## src/rtl/encoder_emulator_mc.sv

```systemverilog
// encoder_emulator_mc: multi-channel quadrature encoder emulator.
// Each channel produces an A/B quadrature pair from a programmable
// quarter-step divider and keeps a signed position count. Control and
// status go through a 64-bit AXI4-Lite slave.
module encoder_emulator_mc #(
  parameter int NUM_CH     = 4,
  parameter int CNT_W      = 32,
  parameter int ADDR_WIDTH = 8
) (
  input  logic                  clk,
  input  logic                  reset,
  output logic [NUM_CH-1:0]     encoder_a,
  output logic [NUM_CH-1:0]     encoder_b,
  output logic [NUM_CH-1:0]     done,
  input  logic [ADDR_WIDTH-1:0] CP_AWADDR,
  input  logic [2:0]            CP_AWPROT,
  input  logic                  CP_AWVALID,
  output logic                  CP_AWREADY,
  input  logic [63:0]           CP_WDATA,
  input  logic [7:0]            CP_WSTRB,
  input  logic                  CP_WVALID,
  output logic                  CP_WREADY,
  output logic [1:0]            CP_BRESP,
  output logic                  CP_BVALID,
  input  logic                  CP_BREADY,
  input  logic [ADDR_WIDTH-1:0] CP_ARADDR,
  input  logic [2:0]            CP_ARPROT,
  input  logic                  CP_ARVALID,
  output logic                  CP_ARREADY,
  output logic [63:0]           CP_RDATA,
  output logic [1:0]            CP_RRESP,
  output logic                  CP_RVALID,
  input  logic                  CP_RREADY
);

  localparam logic [1:0]  RESP_OKAY   = 2'b00;
  localparam logic [1:0]  RESP_SLVERR = 2'b10;
  localparam logic [63:0] INFO_WORD   = {48'd0, 8'(NUM_CH), 8'(CNT_W)};

  // Protection bits carry no meaning for this block.
  logic unused_ok;
  assign unused_ok = ^{CP_AWPROT, CP_ARPROT};

  // Overlay the strobed bytes of a 64-bit write onto a CNT_W register value;
  // bits above CNT_W are dropped.
  function automatic logic [CNT_W-1:0] merge_bytes(input logic [CNT_W-1:0] old_val,
                                                   input logic [63:0] data,
                                                   input logic [7:0] strb);
    logic [63:0] word;
    word = 64'(old_val);
    for (int i = 0; i < 8; i++)
      if (strb[i]) word[i*8 +: 8] = data[i*8 +: 8];
    return word[CNT_W-1:0];
  endfunction

  // Address decode: channel in [7:5], register in [4:3], INFO at 0xF8.
  logic wr_fire, wr_ch_ok, wr_info;
  logic rd_fire, rd_ch_ok, rd_info;
  assign wr_fire  = CP_AWREADY && CP_AWVALID && CP_WVALID;
  assign wr_ch_ok = ((CP_AWADDR >> 8) == '0) && (32'(CP_AWADDR[7:5]) < NUM_CH);
  assign wr_info  = ((CP_AWADDR >> 8) == '0) && (CP_AWADDR[7:0] == 8'hF8);
  assign rd_fire  = CP_ARREADY && CP_ARVALID;
  assign rd_ch_ok = ((CP_ARADDR >> 8) == '0) && (32'(CP_ARADDR[7:5]) < NUM_CH);
  assign rd_info  = ((CP_ARADDR >> 8) == '0) && (CP_ARADDR[7:0] == 8'hF8);

  // Write channel: one-cycle AW/W ready pulse, response held until BREADY.
  always_ff @(posedge clk) begin
    // NOTE: sequential state uses non-blocking assignments so every flop samples pre-edge values.
    if (reset) begin
      CP_AWREADY <= 1'b0;
      CP_WREADY  <= 1'b0;
      CP_BVALID  <= 1'b0;
      CP_BRESP   <= RESP_OKAY;
    end else begin
      CP_AWREADY <= 1'b0;
      CP_WREADY  <= 1'b0;
      if (wr_fire) begin
        CP_BVALID <= 1'b1;
        CP_BRESP  <= (wr_ch_ok || wr_info) ? RESP_OKAY : RESP_SLVERR;
      end else if (CP_BVALID && CP_BREADY) begin
        CP_BVALID <= 1'b0;
      end else if (CP_AWVALID && CP_WVALID && !CP_BVALID && !CP_AWREADY) begin
        CP_AWREADY <= 1'b1;
        CP_WREADY  <= 1'b1;
      end
    end
  end

  // Per-channel read words are OR-combined; only the addressed one is nonzero.
  logic [63:0] rd_acc [NUM_CH+1];
  logic [63:0] rd_word;
  assign rd_acc[0] = '0;
  assign rd_word   = rd_acc[NUM_CH] | (rd_info ? INFO_WORD : 64'd0);

  // Read channel: one-cycle AR ready pulse, registered data held until RREADY.
  always_ff @(posedge clk) begin
    if (reset) begin
      CP_ARREADY <= 1'b0;
      CP_RVALID  <= 1'b0;
      CP_RDATA   <= '0;
      CP_RRESP   <= RESP_OKAY;
    end else begin
      CP_ARREADY <= 1'b0;
      if (rd_fire) begin
        CP_RVALID <= 1'b1;
        CP_RDATA  <= rd_word;
        CP_RRESP  <= (rd_ch_ok || rd_info) ? RESP_OKAY : RESP_SLVERR;
      end else if (CP_RVALID && CP_RREADY) begin
        CP_RVALID <= 1'b0;
      end else if (CP_ARVALID && !CP_RVALID && !CP_ARREADY) begin
        CP_ARREADY <= 1'b1;
      end
    end
  end

  for (genvar c = 0; c < NUM_CH; c++) begin : g_ch
    logic             en, dir, mode, done_q, qa, qb;
    logic [CNT_W-1:0] period, steps, pos, div_cnt;
    logic             en_n, qa_n, qb_n, done_set;
    logic [CNT_W-1:0] steps_n, pos_n, div_n;
    logic             run, tc, wr_sel, rd_sel;
    logic [63:0]      rd_val;

    assign run    = en && (period != '0);
    // ">=" rather than "==" so a PERIOD shrunk below the count fires at once.
    assign tc     = run && (div_cnt >= period - CNT_W'(1));
    assign wr_sel = wr_fire && wr_ch_ok && (CP_AWADDR[7:5] == 3'(c));
    assign rd_sel = rd_ch_ok && (CP_ARADDR[7:5] == 3'(c));

    // Step engine: divider, quadrature advance, position and counted-mode stop.
    always_comb begin
      // NOTE: every output gets a default first so no path leaves a latch behind.
      en_n     = en;
      steps_n  = steps;
      pos_n    = pos;
      div_n    = div_cnt;
      qa_n     = qa;
      qb_n     = qb;
      done_set = 1'b0;
      if (!run) begin
        div_n = '0;
      end else if (!tc) begin
        div_n = div_cnt + CNT_W'(1);
      end else begin
        div_n = '0;
        if (mode && steps == '0) begin
          en_n     = 1'b0;
          done_set = 1'b1;
        end else begin
          if (!dir) begin
            qa_n  = ~qb;
            qb_n  = qa;
            pos_n = pos + CNT_W'(1);
          end else begin
            qa_n  = qb;
            qb_n  = ~qa;
            pos_n = pos - CNT_W'(1);
          end
          if (mode) begin
            steps_n = steps - CNT_W'(1);
            if (steps == CNT_W'(1)) begin
              en_n     = 1'b0;
              done_set = 1'b1;
            end
          end
        end
      end
    end

    // Register update: engine result first, then a bus write overrides it.
    always_ff @(posedge clk) begin
      if (reset) begin
        en      <= 1'b0;
        dir     <= 1'b0;
        mode    <= 1'b0;
        done_q  <= 1'b0;
        qa      <= 1'b0;
        qb      <= 1'b0;
        period  <= '0;
        steps   <= '0;
        pos     <= '0;
        div_cnt <= '0;
      end else begin
        en      <= en_n;
        steps   <= steps_n;
        pos     <= pos_n;
        div_cnt <= div_n;
        qa      <= qa_n;
        qb      <= qb_n;
        done_q  <= done_q | done_set;
        if (wr_sel) begin
          case (CP_AWADDR[4:3])
            2'd0: if (CP_WSTRB[0]) begin
              en   <= CP_WDATA[0];
              dir  <= CP_WDATA[1];
              mode <= CP_WDATA[2];
              // A set on the same edge as the clear survives.
              if (CP_WDATA[3]) done_q <= done_set;
            end
            2'd1:    period <= merge_bytes(period, CP_WDATA, CP_WSTRB);
            2'd2:    steps  <= merge_bytes(steps_n, CP_WDATA, CP_WSTRB);
            default: pos    <= merge_bytes(pos_n, CP_WDATA, CP_WSTRB);
          endcase
        end
      end
    end

    // Read word for this channel; position is sign-extended to 64 bits.
    always_comb begin
      rd_val = '0;
      if (rd_sel) begin
        case (CP_ARADDR[4:3])
          2'd0:    rd_val = {60'd0, done_q, mode, dir, en};
          2'd1:    rd_val = 64'(period);
          2'd2:    rd_val = 64'(steps);
          default: rd_val = {{(64-CNT_W){pos[CNT_W-1]}}, pos};
        endcase
      end
    end

    assign rd_acc[c+1]  = rd_acc[c] | rd_val;
    assign encoder_a[c] = qa;
    assign encoder_b[c] = qb;
    assign done[c]      = done_q;
  end

endmodule

```

## config.mk

```make
export PLATFORM = sky130hd
export DESIGN_NAME = encoder_emulator_mc
export DESIGN_NICKNAME = d
export VERILOG_FILES = /design/src/rtl/encoder_emulator_mc.sv
export SDC_FILE = /design/constraint.sdc
export NUM_CORES = 2
export LEC_CHECK = 0
export BUFFER_PORTS_ARGS = -buffer_cell sky130_fd_sc_hd__buf_2
export CAP_MARGIN = 20
export CORE_ASPECT_RATIO = 2
export CORE_MARGIN = 3
export CORE_UTILIZATION = 58
export CTS_BUF_LIST = sky130_fd_sc_hd__clkbuf_8
export CTS_CLUSTER_DIAMETER = 150
export DETAILED_ROUTE_END_ITERATION = 8
export MAX_ROUTING_LAYER = met4
export PLACE_DENSITY = 0.79
export SYNTH_ARGS = -nofsm -noshare
export SYNTH_HDL_FRONTEND = slang
export SYNTH_SLANG_ARGS = --single-unit
```

## constraint.sdc

```tcl
create_clock -name clk -period 5.51 [get_ports clk]
set_input_delay 1.653 -clock clk [delete_from_list [all_inputs] [get_ports clk]]
set_output_delay 1.653 -clock clk [all_outputs]
set_load 0.05 [all_outputs]
```

== Word-level counts from Yosys, hierarchy flattened ==
Index checks and enable logic that the tools add are counted.
Operators by class
  mux-type cells: 173
  reductions and logical operators: 82
  equal/unequal tests: 16
  add/sub/neg operators: 20
  $lt $le $gt $ge: 6
  bitwise operators: 24
Operators by type and width (count)
  32-bit 2-to-1 mux: 48
  64-bit case mux with 3 select lines: 4
  32-bit by 1-bit subtractor with 32-bit output, second input constant: 12
  32-bit by 1-bit adder with 32-bit output, second input constant: 8
  64-bit 2-to-1 mux: 4
  8-bit 2-to-1 mux: 32
  64-bit bitwise OR: 3
  32-bit by 1-bit == test with 1-bit output, second input constant: 4
  32-bit greater-or-equal comparator: 4
  32-bit logical NOT: 4
  32-bit nonzero test: 4
  1-bit 2-to-1 mux: 82
  3-bit AND reduction: 24
  64-bit by 11-bit bitwise OR with 64-bit output: 1
  1-bit logical AND: 31
  3-bit OR reduction: 7
  8-bit == test, second input constant: 2
  1-bit NOT: 16
  3-bit by 2-bit == test with 1-bit output, second input constant: 4
  11-bit 2-to-1 mux: 1
  3-bit by 1-bit == test with 1-bit output, second input constant: 2
  3-bit logical NOT: 2
  3-bit less-than comparator, second input constant: 2
  2-bit by 1-bit == test with 1-bit output, second input constant: 2
  7 further kinds: 18
Storage, ports and cells
  output and inout port bits: 85
  flip-flop bits (word level): 608

== Logic depth before layout (Yosys ltp) ==
  depth in word-level cells: 11
  mapped depth: 23
  mapped depth without buffers: 19

== Worst setup path after synthesis ==
No wires, ideal clock.
  path type: reg2reg
  start point: reg g_ch[3].period[8]
  end point: reg g_ch[3].steps[30]
  cell stages (with the launch flop): 21
  data required time: 5.424 ns
  setup slack: 0.279 ns
  arrival: 5.146 ns
  buffers on the path: 3
  setup time: 0.086 ns
  cell sequence: dfxtp_1 buf_6 nor4_4 nand2b_2 or4_1 buf_2 or3_1 nor4_1 nor2b_1 xnor2_1 ha_1 nand2_1 or2_2 or4_1 a31oi_1 o21bai_2 or3_1 buf_2 or4_1 xor2_1 a211oi_1
On the way
  word-level cells in the longest chain between the ends: 8
  elaborated cells between the ends (all ways): 10
  those cells by class: 1 x add/sub; 1 x order compare; 5 x mux; 3 x reduce/logical
Ends and longest elaborated chain
  start: declaration: RTL line 118  | logic [CNT_W-1:0] period, steps, pos, div_cnt;
  start signal: assignment: RTL line 200  | 2'd1: period <= merge_bytes(period, CP_WDATA, CP_WSTRB);
  32-bit by 1-bit subtractor with 32-bit output or 32-bit nonzero test (tied branches): RTL line 126, 124
  32-bit greater-or-equal comparator or 1-bit logical AND (tied branches): RTL line 126, 124
  1-bit logical AND: RTL line 126  | assign tc = run && (div_cnt >= period - CNT_W'(1));
  32-bit 2-to-1 mux: RTL line 142  | end else if (!tc) begin
  32-bit 2-to-1 mux (*): RTL line 140  | if (!run) begin
  8-bit 2-to-1 mux: RTL line 52  | if (strb[i]) word[i*8 +: 8] = data[i*8 +: 8];
  32-bit 2-to-1 mux: RTL line 192  | case (CP_AWADDR[4:3])
  32-bit 2-to-1 mux (*): RTL line 191  | if (wr_sel) begin
  end signal: assignment: RTL line 185  | steps <= steps_n;
  end signal: assignment: RTL line 201  | 2'd2: steps <= merge_bytes(steps_n, CP_WDATA, CP_WSTRB);
  end: declaration: RTL line 118
Mark *: on every way between the ends. The rest lies on a longest branch, timed or not.
A chain may end at the register's enable or synchronous reset.

== Worst setup path after layout ==
  start point: reg g_ch[3].period[8]
  end point: reg g_ch[3].steps[5]
Same word-level chain as after synthesis.

==> results.sh <==
export IMPL_wl_microns=143300
export IMPL_hpwl_microns=103300
export IMPL_finalSetupTns_ps=0
export IMPL_syn_inst=4890
export IMPL_slowest_delay_ps=550
export IMPL_ff2ff_setup_slack_ps=320
export IMPL_final_hold_viol_count=0
export IMPL_syn_area_per_cell_sq_um=8.158
export IMPL_synth_enable_flop_cells=0
export IMPL_clock_latency_ps=770
export IMPL_core_sq_mm=0.06790
export IMPL_ys_seq_area_share_pct=28.86
export IMPL_grt_pass1_vias=37420
export IMPL_avgViaCountPerCell=6.616
export IMPL_drc=0
export IMPL_antenna_found_initial=17
export IMPL_cp_end_kind="register"
export IMPL_drive_gt1_share_pct=11.62
export IMPL_maxSlewViolCount=0
export IMPL_r2r_end="g_ch[3].steps[5]"
export IMPL_grt_pass1_wl_microns=213400
export IMPL_ctsLongestPathBuffers=3
export IMPL_synth_cell_area_sq_mm=0.03989
export IMPL_finalWeightedCongestion=1.084
export IMPL_layout_nets=5275
export IMPL_fin_ws_ps=315.8
export IMPL_gr_total_overflow=0
export IMPL_critPathSlowestCell="or4_1"
export IMPL_arrival_ps=5860
export IMPL_crit_end="g_ch[3].steps[5]"
export IMPL_critical_path_class="register to register"
export IMPL_die_h_microns=376.9
export IMPL_htree_levels=3
export IMPL_final_cell_mix="765 x nor2_1, 575 x dfxtp_1, 360 x nand2_1, 272 x a21oi_1, 264 x ha_1"
export IMPL_synthArstFlopShare_pct=0
export IMPL_slew_headroom_pct=19.51
export IMPL_finalCriticalPeriod_ps=5194
export IMPL_rr_startpoint="g_ch[3].period[8]"
export IMPL_regArea_sq_mm=0.01151
export IMPL_synth_top_area_share_pct=28.86
export IMPL_grt_max_degree=76
export IMPL_critPathRequiredTime_ps=6180
export IMPL_rsz0062_at_grt="false"
export IMPL_cp_start_kind="register"
export IMPL_wl_per_cell_microns=24.36
export IMPL_cts_tree="built"
export IMPL_cts_root_buf="clkbuf_8"
export IMPL_synth_top_cells_by_area="dfxtp_1 29%, ha_1 8.3%, nor2_1 7.2%, xnor2_1 5.2%, xor2_1 4.4%"
export IMPL_ioPinCount=186
export IMPL_preCtsSetupSlack_ps=123.3
export IMPL_setup_viol=0
export IMPL_worst_pin_slew_ps=1203
export IMPL_yosysWarnings=0
export IMPL_syn_to_final_growth_pct=7.960
export IMPL_critPathLaunch="g_ch[3].period[8]"
export IMPL_crit_family="simple AND/OR/NAND/NOR gates"
export IMPL_rows=135
export IMPL_rr_worst_depth=19
export IMPL_drtAntennaViolNets=0
export IMPL_finalPower_mw=8.570
export IMPL_firstDrtPassIters=8
export IMPL_cp_cell_sequence="nor4_4, nand2b_2, or4_4, or3_1, nor4_2, buf_4, nor2b_1, xnor2_1, ha_1, nand2_1, or2_2, or4_1, a31oi_2, o21bai_4, or2_1, buf_4, nor4_2, xnor2_1, a211oi_1"
export IMPL_p_leak_nw=17.63
export IMPL_clock_sinks=575
export IMPL_yosys_area_top_type="dfxtp_1"
export IMPL_die_width_microns=191.4
export IMPL_finalClockSkew_ps=37.83
export IMPL_crit_fanout=12
export IMPL_fmax_ghz=0.1925
export IMPL_worst_path_stages=19
export IMPL_final_fill_count=6034
export IMPL_layout_commonest_cell="nor2_1"
export IMPL_cts_buffers=86
export IMPL_via_count=38918
export IMPL_ir_drop_mv=0.1985
export IMPL_synth_main_ff_cell="dfxtp_1"
export IMPL_grt_use_total_pct=39.79
export IMPL_post_route_period_util_pct=94.27
export IMPL_port_buffers=141
export IMPL_die_area_sq_mm=0.07215
export IMPL_synth_cell_types=88
export IMPL_ys_ff_latch=575
export IMPL_initial_core_util_pct=58.75
export IMPL_drtIter0Drc=3747
export IMPL_finalHoldWorstSlack_ps=459.9
export IMPL_critPathBufInv=2
export IMPL_cts_setup_buffers=0
export IMPL_clk_pin_slew_ps=70
export IMPL_multi_input_area_sq_mm=0.02670
export IMPL_maxCapViolCount=0
export IMPL_status="complete, no violations"
export IMPL_powerDensity_mw_per_mm2=199.0
export IMPL_hold_path_class="register to register"
## registers in the layout, indices dropped and copies added, names as in the netlist, 4 cells and up
register / count
g_ch.div_cnt: 128
g_ch.period: 128
g_ch.pos: 128
g_ch.steps: 128
CP_RDATA: 33
g_ch.dir: 4
g_ch.done_q: 4
g_ch.en: 4
g_ch.mode: 4
g_ch.qa: 4
g_ch.qb: 4
## timing repair
item,in CTS,in global routing
endpoints found under the setup margin,0,73
hold buffers,0,0
gates resized for setup,0,18
## worst min-delay path by stage
stage / cells after the start / slack (ps) / endpoint / startpoint
finish: 1 / 460 / CP_ARREADY / CP_RVALID
global route: 1 / 490 / CP_WREADY / CP_BVALID
CTS: 1 / 460 / CP_ARREADY / CP_RVALID
detailed placement: 1 / 440 / CP_ARREADY / CP_RVALID
global placement: 1 / 440 / CP_ARREADY / CP_RVALID
floorplan: 1 / 430 / g_ch[0].div_cnt[0] / g_ch[0].div_cnt[0]
## stage by stage
step                      cells  util, %  cell area, sq um
after floorplan            4891        -             39900
after global placement     5706    60.50             41080
after detailed placement   5706    60.50             41080
after CTS                  5863    63.18             42900
after global routing       5880    63.42             43060
final                      5882    63.43             43070
## area by class of cell
class                   count  share of cell area (%)
clock inverters            47                  0.7031
repair buffers            244                   3.649
diodes                     17                 0.09878
well taps                 890                   2.586
multi-input cells        3915                   61.99
clock buffers             110                   3.515
inverters                  84                  0.7321
flip-flops and latches    575                   26.73
## synth_stat cells (24+ instances only)
cell type / n
nor2_1: 768
clkbuf_1: 231
ha_1: 264
inv_1: 84
a21o_1: 82
o21a_1: 24
or4_1: 37
o221ai_1: 32
a22o_1: 30
dfxtp_1: 575
xnor2_1: 238
nand4_1: 52
a311oi_1: 38
o211ai_1: 24
o21ai_0: 146
nor4_1: 53
a22oi_1: 73
mux2_2: 114
and3_1: 59
a211oi_1: 217
xor2_1: 201
or3_1: 53
a21oi_1: 272
nand2_1: 360
nor3_1: 92
a221oi_1: 33
nand2b_1: 38
nor2b_1: 45
and2_1: 24
mux2i_1: 147
buf_4: 52
nand3_1: 122
## cells by family after synthesis
family / synth area share, %
adder cells (fa/ha/maj): 8.481
multiplexers: 7.810
AND/OR/NAND/NOR: 21.43
AO/OA/AOI/OAI: 19.26
flip-flops: 28.86
XOR/XNOR: 9.638
other: 0.009400
buffers and inverters: 4.510
## metal layers
layer  wire length, microns  track usage, %  share of wire [%]
met5                      0               -                  0
met4                  18360           39.86                 13
met3                  13660           11.29                9.5
met2                  64160           61.38                 45
met1                  47110           38.99                 33
## report_power, final
part	total [mW]	switching (mW)	internal [mW]
Combinational	0.577	0.471	0.106
Clock	3.81	1.87	1.95
Sequential	4.18	0.0127	4.17
Note: power is estimated with default switching activity, not from simulation.
